## config.mk

```make
export PLATFORM = sky130hd
export DESIGN_NAME = ld_st_mem_if
export DESIGN_NICKNAME = d
export VERILOG_FILES = /design/src/rtl/ld_st_mem_if.sv
export SDC_FILE = /design/constraint.sdc
export NUM_CORES = 1
export LEC_CHECK = 0
export ABC_CLOCK_PERIOD_IN_PS = 1970
export CAP_MARGIN = 20
export CORE_MARGIN = 10
export CORE_UTILIZATION = 43
export DETAILED_ROUTE_END_ITERATION = 16
export GPL_TIMING_DRIVEN = 0
export PLACE_DENSITY = 0.8
export SYNTH_ARGS = -nofsm -noshare
export SYNTH_HDL_FRONTEND = slang
export SYNTH_SLANG_ARGS = --single-unit
```

## constraint.sdc

```tcl
create_clock -name clk -period 1.97 [get_ports clk]
set_input_delay 0.4925 -clock clk [delete_from_list [all_inputs] [get_ports clk]]
set_output_delay 0.4925 -clock clk [all_outputs]
set_load 0.01 [all_outputs]
```

## src/rtl/ld_st_mem_if.sv

```systemverilog
// Load/store memory-access stage: runs one single-beat bus transaction
// per request, builds byte enables / lane data, extends load results.
//
// Ports:
//   clk, rst                 clock, synchronous active-low reset
//   start, is_load, size,    request pulse and its attributes
//   sign_ext, addr, wdata
//   busy, done, fault,       status to the core sequencer
//   rd_data                  extended load result, held after done
//   mem_req, mem_we,         word-wide bus request side
//   mem_addr, mem_be,
//   mem_wdata
//   mem_rdata, mem_ack       bus response side
module ld_st_mem_if #(
  parameter int TIMEOUT = 16
) (
  input  logic        clk,
  input  logic        rst,
  input  logic        start,
  input  logic        is_load,
  input  logic [1:0]  size,
  input  logic        sign_ext,
  input  logic [31:0] addr,
  input  logic [31:0] wdata,
  output logic        busy,
  output logic        done,
  output logic        fault,
  output logic [31:0] rd_data,
  output logic        mem_req,
  output logic        mem_we,
  output logic [31:0] mem_addr,
  output logic [3:0]  mem_be,
  output logic [31:0] mem_wdata,
  input  logic [31:0] mem_rdata,
  input  logic        mem_ack
);

  typedef enum logic [1:0] {
    IDLE,
    REQ,
    FIN
  } state_t;

  localparam int CW = (TIMEOUT > 1) ? $clog2(TIMEOUT) : 1;
  localparam int LAST_I = (TIMEOUT > 0) ? TIMEOUT - 1 : 0;
  localparam logic [CW-1:0] LAST = CW'(LAST_I);

  state_t        state;
  logic [CW-1:0] cnt;
  logic          ld_q;
  logic          sext_q;
  logic [1:0]    size_q;
  logic [1:0]    off_q;

  logic          bad;
  logic [3:0]    be_c;
  logic [31:0]   wd_c;
  logic [7:0]    lane_b;
  logic [15:0]   lane_h;
  logic [31:0]   ext;

  // request decode from the live inputs (used only in IDLE)
  always_comb begin
    bad  = 1'b0;
    be_c = 4'b0000;
    wd_c = wdata;
    unique case (size)
      2'b00: begin
        be_c = 4'b0001 << addr[1:0];
        wd_c = {4{wdata[7:0]}};
      end
      2'b01: begin
        bad  = addr[0];
        be_c = addr[1] ? 4'b1100 : 4'b0011;
        wd_c = {2{wdata[15:0]}};
      end
      2'b10: begin
        bad  = (addr[1:0] != 2'b00);
        be_c = 4'b1111;
      end
      default: bad = 1'b1;
    endcase
  end

  // lane select and extension of the returned word
  always_comb begin
    unique case (off_q)
      2'b00:   lane_b = mem_rdata[7:0];
      2'b01:   lane_b = mem_rdata[15:8];
      2'b10:   lane_b = mem_rdata[23:16];
      default: lane_b = mem_rdata[31:24];
    endcase
    lane_h = off_q[1] ? mem_rdata[31:16] : mem_rdata[15:0];
    unique case (size_q)
      2'b00:   ext = {{24{sext_q & lane_b[7]}}, lane_b};
      2'b01:   ext = {{16{sext_q & lane_h[15]}}, lane_h};
      default: ext = mem_rdata;
    endcase
  end

  always_ff @(posedge clk) begin
    if (!rst) begin
      state     <= IDLE;
      cnt       <= '0;
      ld_q      <= 1'b0;
      sext_q    <= 1'b0;
      size_q    <= 2'b00;
      off_q     <= 2'b00;
      busy      <= 1'b0;
      done      <= 1'b0;
      fault     <= 1'b0;
      rd_data   <= '0;
      mem_req   <= 1'b0;
      mem_we    <= 1'b0;
      mem_addr  <= '0;
      mem_be    <= '0;
      mem_wdata <= '0;
    end else begin
      unique case (state)
        IDLE: begin
          done  <= 1'b0;
          fault <= 1'b0;
          if (start) begin
            ld_q   <= is_load;
            sext_q <= sign_ext;
            size_q <= size;
            off_q  <= addr[1:0];
            busy   <= 1'b1;
            if (bad) begin
              state <= FIN;
              done  <= 1'b1;
              fault <= 1'b1;
            end else begin
              state     <= REQ;
              cnt       <= '0;
              mem_req   <= 1'b1;
              mem_we    <= !is_load;
              mem_addr  <= {addr[31:2], 2'b00};
              mem_be    <= be_c;
              mem_wdata <= wd_c;
            end
          end
        end
        REQ: begin
          if (mem_ack) begin
            if (ld_q) rd_data <= ext;
            state   <= FIN;
            done    <= 1'b1;
            fault   <= 1'b0;
            mem_req <= 1'b0;
            mem_be  <= '0;
          end else if (TIMEOUT != 0 && cnt == LAST) begin
            // bus never answered: abort and report
            state   <= FIN;
            done    <= 1'b1;
            fault   <= 1'b1;
            mem_req <= 1'b0;
            mem_be  <= '0;
          end else begin
            cnt <= cnt + 1'b1;
          end
        end
        FIN: begin
          state <= IDLE;
          done  <= 1'b0;
          fault <= 1'b0;
          busy  <= 1'b0;
        end
        default: state <= IDLE;
      endcase
    end
  end

endmodule

```

==> results of run 1 <==
## layer usage
metal | global-route usage | up-vias | share of wire | wire [um]
li1 | - | 2706 | - | -
met5 | 0 | - | 0 | 0
met4 | 0.0923 | 0 | 0.022 | 426
met1 | 0.249 | 2688 | 0.39 | 7660
met2 | 0.375 | 277 | 0.48 | 9270
met3 | 0.0940 | 31 | 0.11 | 2110
## what timing repair did
| action | CTS | global route |
|---|---|---|
| pin swaps | 0 | 2 |
| hold endpoints to repair | 0 | 0 |
| gates resized for setup | 3 | 18 |
| gates cloned | 0 | 1 |
| setup endpoints to repair | 28 | 71 |
| buffers inserted | 0 | 2 |
## cell usage in the layout (no fill, tap or decap), types with 3 or more instances in the layout
cell,Yosys,routed
a311oi_1,8,6
nor2b_1,3,3
mux2i_1,19,19
a211oi_1,9,9
ha_1,5,5
nor2_1,28,28
clkbuf_8,0,8
inv_1,22,22
buf_2,22,18
clkbuf_1,23,21
buf_4,5,7
clkbuf_4,0,3
nand3_1,16,16
o22ai_1,16,16
o31ai_1,7,7
clkbuf_2,1,6
mux2_2,5,5
nand2b_1,9,9
a21oi_1,97,97
o21ai_0,54,54
clkdlybuf4s50_1,0,205
dfxtp_1,115,115
a22oi_1,6,6
clkbuf_16,0,17
nand2_1,152,152
## path summary, 6_finish.rpt
kind                                       to  depth (start not counted)
worst max-delay path             mem_wdata[9]                          7
worst min-delay path            mem_wdata[28]                          2
worst max register to register  mem_wdata[19]                          8
worst min register to register  mem_wdata[28]                          2
## layout make-up
type                            count  area (um2)  area share
Sequential cell                   115        2300       0.288
Tap cell                          143         179      0.0224
Multi-Input combinational cell    464        2500       0.313
Buffer                             51         265      0.0332
Inverter                           23        86.3      0.0108
Timing Repair Buffer              208        2070       0.259
Clock inverter                      3        40.0     0.00501
Clock buffer                       28         547      0.0684
## per-stage QoR
stage / worst slack [ps] / area, um2 / power [mW]
2_1_floorplan: 314 / 5100 / 3.11
3_3_place_gp: -425 / 7330 / 3.71
3_5_place_dp: -449 / 7330 / 3.74
4_1_cts: 22.3 / 7930 / 6.74
5_1_grt: -7.98 / 7990 / 6.98
6_report: 96.4 / 7990 / 6.75
## cell families (layout without fill, tap and decap cells)
family | after synthesis | after routing | share of synthesized area
multiplexers | 24 | 24 | 0.0484
flip-flops | 115 | 115 | 0.452
buffers and inverters | 74 | 313 | 0.0639
AND/OR/NAND/NOR | 221 | 221 | 0.181
other | 1 | 2 | 0.000736
adder cells (fa/ha/maj) | 5 | 5 | 0.0123
AO/OA/AOI/OAI | 212 | 212 | 0.242
## cells in the mapped netlist (all sizes together)
master | count | share of area
o21ai | 55 | 0.055
or3 | 2 | 0.0025
o21a | 2 | 0.0029
o311a | 1 | 0.0020
ha | 5 | 0.012
a211oi | 9 | 0.013
nand2 | 152 | 0.11
and2 | 2 | 0.0025
o31ai | 7 | 0.010
o21ba | 1 | 0.0020
or2 | 1 | 0.0012
nor2b | 3 | 0.0037
mux2i | 19 | 0.037
a31oi | 2 | 0.0025
mux2 | 5 | 0.011
clkbuf | 24 | 0.018
a221oi | 2 | 0.0047
inv | 23 | 0.017
o41a | 1 | 0.0022
a2bb2oi | 1 | 0.0017
a22oi | 6 | 0.0088
nor2 | 28 | 0.021
buf | 27 | 0.029
or4 | 2 | 0.0029
o22ai | 16 | 0.020
nand3b | 1 | 0.0015
and2b | 1 | 0.0015
nand2b | 9 | 0.011
nor3 | 2 | 0.0029
conb | 1 | 0.00074
a41oi | 2 | 0.0049
a31o | 1 | 0.0017
dfxtp | 115 | 0.45
a311oi | 8 | 0.014
a21oi | 98 | 0.097
nand3 | 16 | 0.016
and3 | 2 | 0.0025
## sequential cells by signal, summed over array words and instances, names as in the netlist
name and cells:
mem_req 1, done 1, sext_q 1, mem_addr 30, ld_q 1, mem_wdata 32
mem_be 4, state 2, rd_data 32, cnt 4, fault 1, mem_we 1
size_q 2, busy 1, off_q 2
## critical path: stages
cell	delay, ps
clkdlybuf4s50_1	510
nor3_2	330
o21a_1	170
clkbuf_4	180
buf_6	150
nor2_1	50
a311oi_1	280
## power groups by stage
stage | Combinational (mW) | Clock [mW] | Sequential (mW)
after floorplan | 0.502 | 0 | 2.61
after global placement | 1.15 | 0 | 2.56
after detailed placement | 1.17 | 0 | 2.57
after CTS | 1.18 | 3.03 | 2.53
after global routing | 1.30 | 3.14 | 2.54
final | 1.20 | 3.02 | 2.53
==> flow_metrics.py, run 1 <==
metrics = {
    "finish": {
        "final_nets": 989,
        "utilization": 0.694,
        "antenna-diode-count": 0,
        "fin_cells": 1035,
        "drive_gt1_frac": 0.0908,
        "area_growth_pct": 56.9,
        "fillers": 933,
    },
    "grt": {
        "grt_pass1_wl_um": 29600,
        "antenna_found_initial": 0,
        "grt_max_degree": 17,
        "grt_usage": 0.225,
        "grt_pass1_vias": 5636,
        "grt-ovfl-total": 0,
    },
    "routing": {
        "wl_per_cell_um": 18.8,
        "vias": 5702,
        "ant_nets": 0,
        "firstDrtPassIters": 7,
        "drtIter0Drc": 587,
        "wirelength_um": 19500,
        "drc": 0,
        "viasPerCell": 5.51,
    },
    "sta": {
        "skew_ps": 5.71,
        "holdWs_ps": 452,
        "rsz0062_at_grt": "yes",
        "period_needed_ps": 1870,
        "drv_slew": 0,
        "timing.slew.headroom": 0.552,
        "worst_pin_slew_ps": 672,
        "max_freq_ghz": 0.534,
        "finalSetupViolCount": 0,
        "post-route-period-util": 0.951,
        "hold_violations": 0,
        "tns_ps": 0,
    },
    "power_and_ir_drop": {
        "power.switching_mw": 1.71,
        "clkPwrFrac": 0.447,
        "power.density_nw_per_um2": 844,
        "combinationalPowerShare": 0.178,
        "p_leak_nw": 3.01,
        "seqPwrFrac": 0.375,
        "swShare": 0.254,
        "intPower_mw": 5.04,
        "peakVddDrop_uv": 567,
    },
    "critical_path": {
        "crit_arrival_ps": 2180,
        "reg2reg_from": "state[0]",
        "cp-start-kind": "input port",
        "endpoint_kind": "register",
        "crit_required_ps": 2280,
        "startpoint": "addr[1]",
        "rrSetupSlack_ps": 120,
        "cp_max_fo": 10,
        "crit_type": "input port to register",
    },
    "die": {
        "die_h_um": 129,
        "core_um2": 11500,
        "fp.dieW_um": 129,
        "dieArea_um2": 16600,
        "ios": 209,
        "rows": 39,
        "start_util": 0.442,
    },
    "yosys": {
        "ys_types": 45,
        "yosysWarnings": 0,
        "ys_ff_latch": 115,
        "syn_inst": 652,
        "netlist_area_um2": 5090,
        "ys_seq_area_frac": 0.452,
        "syn_avg_cell_area_um2": 7.81,
    },
    "run": {
        "drv_cap": 0,
    },
    "placement": {
        "dp_hpwl_um": 14900,
        "io_buffers": 205,
        "place.gp.congestion": 0.940,
        "dp_cells": 1001,
    },
    "clocking": {
        "cts_root_buf": "clkbuf_16",
        "tritoncts": "built",
        "clockBufferDepth": 2,
        "cts_hold_buf": 0,
        "numCtsBuffers": 17,
        "htree_levels": 4,
        "path_clk_slew_ps": 50,
        "cts_sinks": 115,
        "clock_latency_ps": 410,
    },
    "hold_path": {
        "hp-start": "mem_wdata[28]",
        "hold_path_class": "register to register",
    },
    "run_status": {
        "status": "finished, final reports clean",
    },
}
(Power assumes the default switching activity.)
==> run 2, diff against run 1 <==
RECOVER_POWER = 25   (was default)
==> run 2 against run 1 <==
Effect of this change: sequential share of layout area about the same; register-to-register slack is essentially flat; global-route usage did not move; fmax hardly changed; first-iteration DRC count rose by 4.1%; largest cell class unchanged.
==> flow_metrics.py, run 2 (synthesis results as in run 1) <==
metrics = {
    "critical_path": {
        "cp_slowest_cell": "clkdlybuf4s50_1",
        "endpoint_kind": "register",
        "cp-start-kind": "input port",
        "critPathMaxStageDelay_ps": 510,
        "crit_chain": "clkdlybuf4s50_1 -> nor3_2 -> o21a_1 -> clkbuf_4 -> buf_6 -> nor2_1 -> a311oi_1",
        "crit_required_ps": 2280,
        "crit_type": "input port to register",
        "crit_arrival_ps": 2180,
        "cp_max_fo": 10,
    },
    "finish": {
        "final_nets": 989,
        "final_common_cell": "clkdlybuf4s50_1",
        "area_growth_pct": 56.8,
        "drive_gt1_frac": 0.0897,
        "antenna-diode-count": 0,
        "fin_cells": 1035,
        "reg_top3": "mem_wdata (32), rd_data (32), mem_addr (30)",
        "final_cell_mix": "205 x clkdlybuf4s50_1, 152 x nand2_1, 115 x dfxtp_1",
        "final_area_um2": 7990,
    },
    "die": {
        "start_util": 0.442,
        "die_h_um": 129,
        "fp.dieW_um": 129,
        "ios": 209,
        "core_um2": 11500,
        "rows": 39,
        "dieArea_um2": 16600,
    },
    "placement": {
        "place.gp.congestion": 0.940,
        "io_buffers": 205,
        "dpl-instance-area_um2": 7330,
        "dp_hpwl_um": 14900,
        "dp_cells": 1001,
    },
    "clocking": {
        "cts_sinks": 115,
        "cts_root_buf": "clkbuf_16",
        "clock_latency_ps": 410,
        "htree_levels": 4,
        "numCtsBuffers": 17,
        "tritoncts": "built",
        "path_clk_slew_ps": 50,
        "clockBufferDepth": 2,
    },
    "grt": {
        "grt_pass1_vias": 5636,
        "grt_max_degree": 17,
        "antenna_found_initial": 0,
        "grt_pass1_wl_um": 29600,
        "grt_usage": 0.225,
        "grt-ovfl-total": 0,
    },
    "sta": {
        "holdWs_ps": 452,
        "period_needed_ps": 1870,
        "timing.slew.headroom": 0.550,
        "drv_slew": 0,
        "finalSetupViolCount": 0,
        "max_freq_ghz": 0.533,
        "skew_ps": 6.94,
        "rsz0062_at_grt": "yes",
        "worst_pin_slew_ps": 675,
        "tns_ps": 0,
        "hold_violations": 0,
        "post-route-period-util": 0.952,
    },
    "routing": {
        "drc": 0,
        "drtIter0Drc": 611,
        "wl_per_cell_um": 18.8,
        "viasPerCell": 5.50,
        "firstDrtPassIters": 7,
        "ant_nets": 0,
        "vias": 5691,
        "wirelength_um": 19400,
    },
    "power_and_ir_drop": {
        "p_leak_nw": 3.01,
        "peakVddDrop_uv": 567,
        "power.density_nw_per_um2": 844,
        "finalPower_mw": 6.75,
    },
    "run": {
        "drv_cap": 0,
    },
    "run_status": {
        "status": "finished, final reports clean",
    },
    "hold_path": {
        "hold_path_class": "register to register",
    },
}
[run 2: cell types whose count changed in the layout (fill, tap and decap cells not counted)]
cell / change
buf_4: -2
clkbuf_1: +1
clkbuf_4: +1
[run 2: timing repair]
item,CTS,global route
pin swaps,0,2
buffers inserted,0,2
hold buffers,0,0
resized for setup,3,18
setup endpoints to repair,28,71
gates cloned,0,1
[run 2: worst paths after layout]
kind,start,to,slack [ps],cells after the start
max,addr[1],mem_wdata[9],100,7
min,mem_wdata[28],mem_wdata[28],450,2
max reg2reg,state[0],mem_wdata[19],120,8
min reg2reg,mem_wdata[28],mem_wdata[28],450,2
[run 2: where the power goes]
| part | switching, mW | internal (mW) |
|---|---|---|
| Sequential | 0.0776 | 2.45 |
| Clock | 1.02 | 1.99 |
| Combinational | 0.611 | 0.591 |
| Total | 1.71 | 5.04 |
[run 2: critical path, delay by kind of cell]
family | cells | cell delay, ps
buf+inv | 3 | 840
compound gates | 2 | 450
simple gates | 2 | 380
[run 2: layer usage]
layer,share of wire,track usage,vias to the layer above
met1,0.39,0.249,2678
met2,0.48,0.375,276
met4,0.022,0.0923,0
met3,0.11,0.0940,29
li1,-,-,2708
met5,0,0,-
[run 2: area by class of cell]
type	instances	area, um2
plain buffers	51	265
clock buffers	28	547
clock inverters	3	40.0
fillers	935	3530
inverters	23	86.3
multi-input cells	464	2500
flip-flops and latches	115	2300
well taps	143	179
repair buffers	208	2070
[run 2: metrics by stage]
stage | util | setup WS, ps
final | 0.694 | 95.2
after global routing | 0.694 | -7.98
after CTS | 0.688 | 22.3
after detailed placement | 0.636 | -449
after global placement | 0.636 | -425
after floorplan | - | 314
==> run 3, diff against run 2 <==
CORE_MARGIN = 5   (was 10)
==> run 3 against run 2 <==
Effect of this change: critical path depth grew 1; fmax is essentially flat; non-clock buffer count grew 2; power is essentially flat; via count grew 0.28%; wire length shrank 4.6%; largest cell class unchanged; largest power group unchanged.
==> flow_metrics.py, run 3 (synthesis results as in run 1) <==
metrics = {
    "sta": {
        "post-route-period-util": 0.951,
        "hold_violations": 0,
        "period_needed_ps": 1870,
        "tns_ps": 0,
        "worst_pin_slew_ps": 603,
        "timing.slew.headroom": 0.597,
        "drv_slew": 0,
        "finalSetupViolCount": 0,
        "max_freq_ghz": 0.534,
        "rsz0062_at_grt": "yes",
        "skew_ps": 4.79,
    },
    "clocking": {
        "tritoncts": "built",
        "cts_root_buf": "clkbuf_16",
        "cts_sinks": 115,
        "clockBufferDepth": 2,
        "numCtsBuffers": 17,
        "clock_latency_ps": 410,
        "htree_levels": 4,
        "path_clk_slew_ps": 50,
    },
    "die": {
        "core_um2": 11500,
        "dieArea_um2": 14100,
        "ios": 209,
        "rows": 39,
        "fp.dieW_um": 119,
        "die_h_um": 119,
        "start_util": 0.442,
    },
    "finish": {
        "ff_latch_area_um2": 2300,
        "drive_gt1_frac": 0.0940,
        "multiInputGateArea_um2": 2520,
        "final_common_cell": "clkdlybuf4s50_1",
        "fin_cells": 1037,
        "utilization": 0.697,
        "fillers": 938,
        "area_growth_pct": 57.6,
        "reg_top3": "mem_wdata (32), rd_data (32), mem_addr (30)",
        "final_nets": 991,
        "antenna-diode-count": 0,
        "final_cell_mix": "188 x clkdlybuf4s50_1, 152 x nand2_1, 115 x dfxtp_1",
    },
    "grt": {
        "grt_pass1_vias": 5853,
        "grt-ovfl-total": 0,
        "grt_usage": 0.260,
        "grt_pass1_wl_um": 29600,
        "antenna_found_initial": 0,
        "grt_max_degree": 17,
    },
    "critical_path": {
        "crit_type": "input port to register",
        "cp_max_fo": 8,
        "crit_required_ps": 2310,
        "crit_arrival_ps": 2210,
        "cp-start-kind": "input port",
        "endpoint_kind": "register",
    },
    "placement": {
        "io_buffers": 205,
        "dp_hpwl_um": 13900,
        "place.gp.congestion": 0.914,
        "dp_cells": 1001,
    },
    "hold_path": {
        "hold_path_class": "register to register",
    },
    "run_status": {
        "status": "finished, final reports clean",
    },
    "routing": {
        "firstDrtPassIters": 5,
        "ant_nets": 0,
        "wl_per_cell_um": 17.9,
        "vias": 5707,
        "drc": 0,
        "wirelength_um": 18600,
        "drtIter0Drc": 472,
        "viasPerCell": 5.50,
    },
    "power_and_ir_drop": {
        "power.density_nw_per_um2": 841,
        "finalPower_mw": 6.75,
        "peakVddDrop_uv": 593,
        "p_leak_nw": 3.08,
    },
    "run": {
        "drv_cap": 0,
    },
}
run 3: final cells by class:
cell class                      count  area share
Inverter                           23      0.0108
Multi-Input combinational cell    464       0.314
Timing Repair Buffer              210       0.260
Clock buffer                       28      0.0681
Clock inverter                      3     0.00499
Sequential cell                   115       0.287
Tap cell                          143      0.0223
Buffer                             51      0.0329
run 3: path summary, 6_finish.rpt:
path,to,depth (start not counted),startpoint,slack (ps)
hold / removal,mem_addr[11],2,mem_addr[11],450
setup reg to reg,mem_wdata[11],9,state[0],120
setup / recovery,mem_wdata[1],8,addr[0],100
hold reg to reg,mem_addr[11],2,mem_addr[11],450
run 3: metal layers:
layer | vias up | routed length (um) | track usage
li1 | 2716 | - | -
met5 | - | 0 | 0
met4 | 0 | 544 | 0.118
met3 | 48 | 1920 | 0.0962
met2 | 305 | 9050 | 0.444
met1 | 2638 | 7060 | 0.289
run 3: report_power, final:
part / switching [mW] / total, mW / internal, mW
clock: 1.02 / 3.01 / 1.99
combinational: 0.612 / 1.21 / 0.596
sequential: 0.0754 / 2.53 / 2.45
total: 1.71 / 6.75 / 5.04
run 3: critical path, cell delays in order:
cell,delay [ps]
clkdlybuf4s50_1,620
a21oi_2,140
o21ai_2,320
buf_6,200
buf_4,120
buf_4,90
nand2_1,60
a21oi_1,150
run 3: repair_timing:
item                                    4_1_cts  5_1_grt
endpoints found under the setup margin       28       84
gates resized for setup                       2       28
pin swaps                                     0        1
setup buffers                                 0        5
hold buffers                                  0        0
run 3: per-stage QoR:
step	cell area [um2]	setup WS, ps	hold WS (ps)
floorplan	5100	314	445
global placement	7330	-451	441
detailed placement	7330	-461	449
CTS	7930	6.75	453
global route	8030	-30.5	474
finish	8030	96.9	449
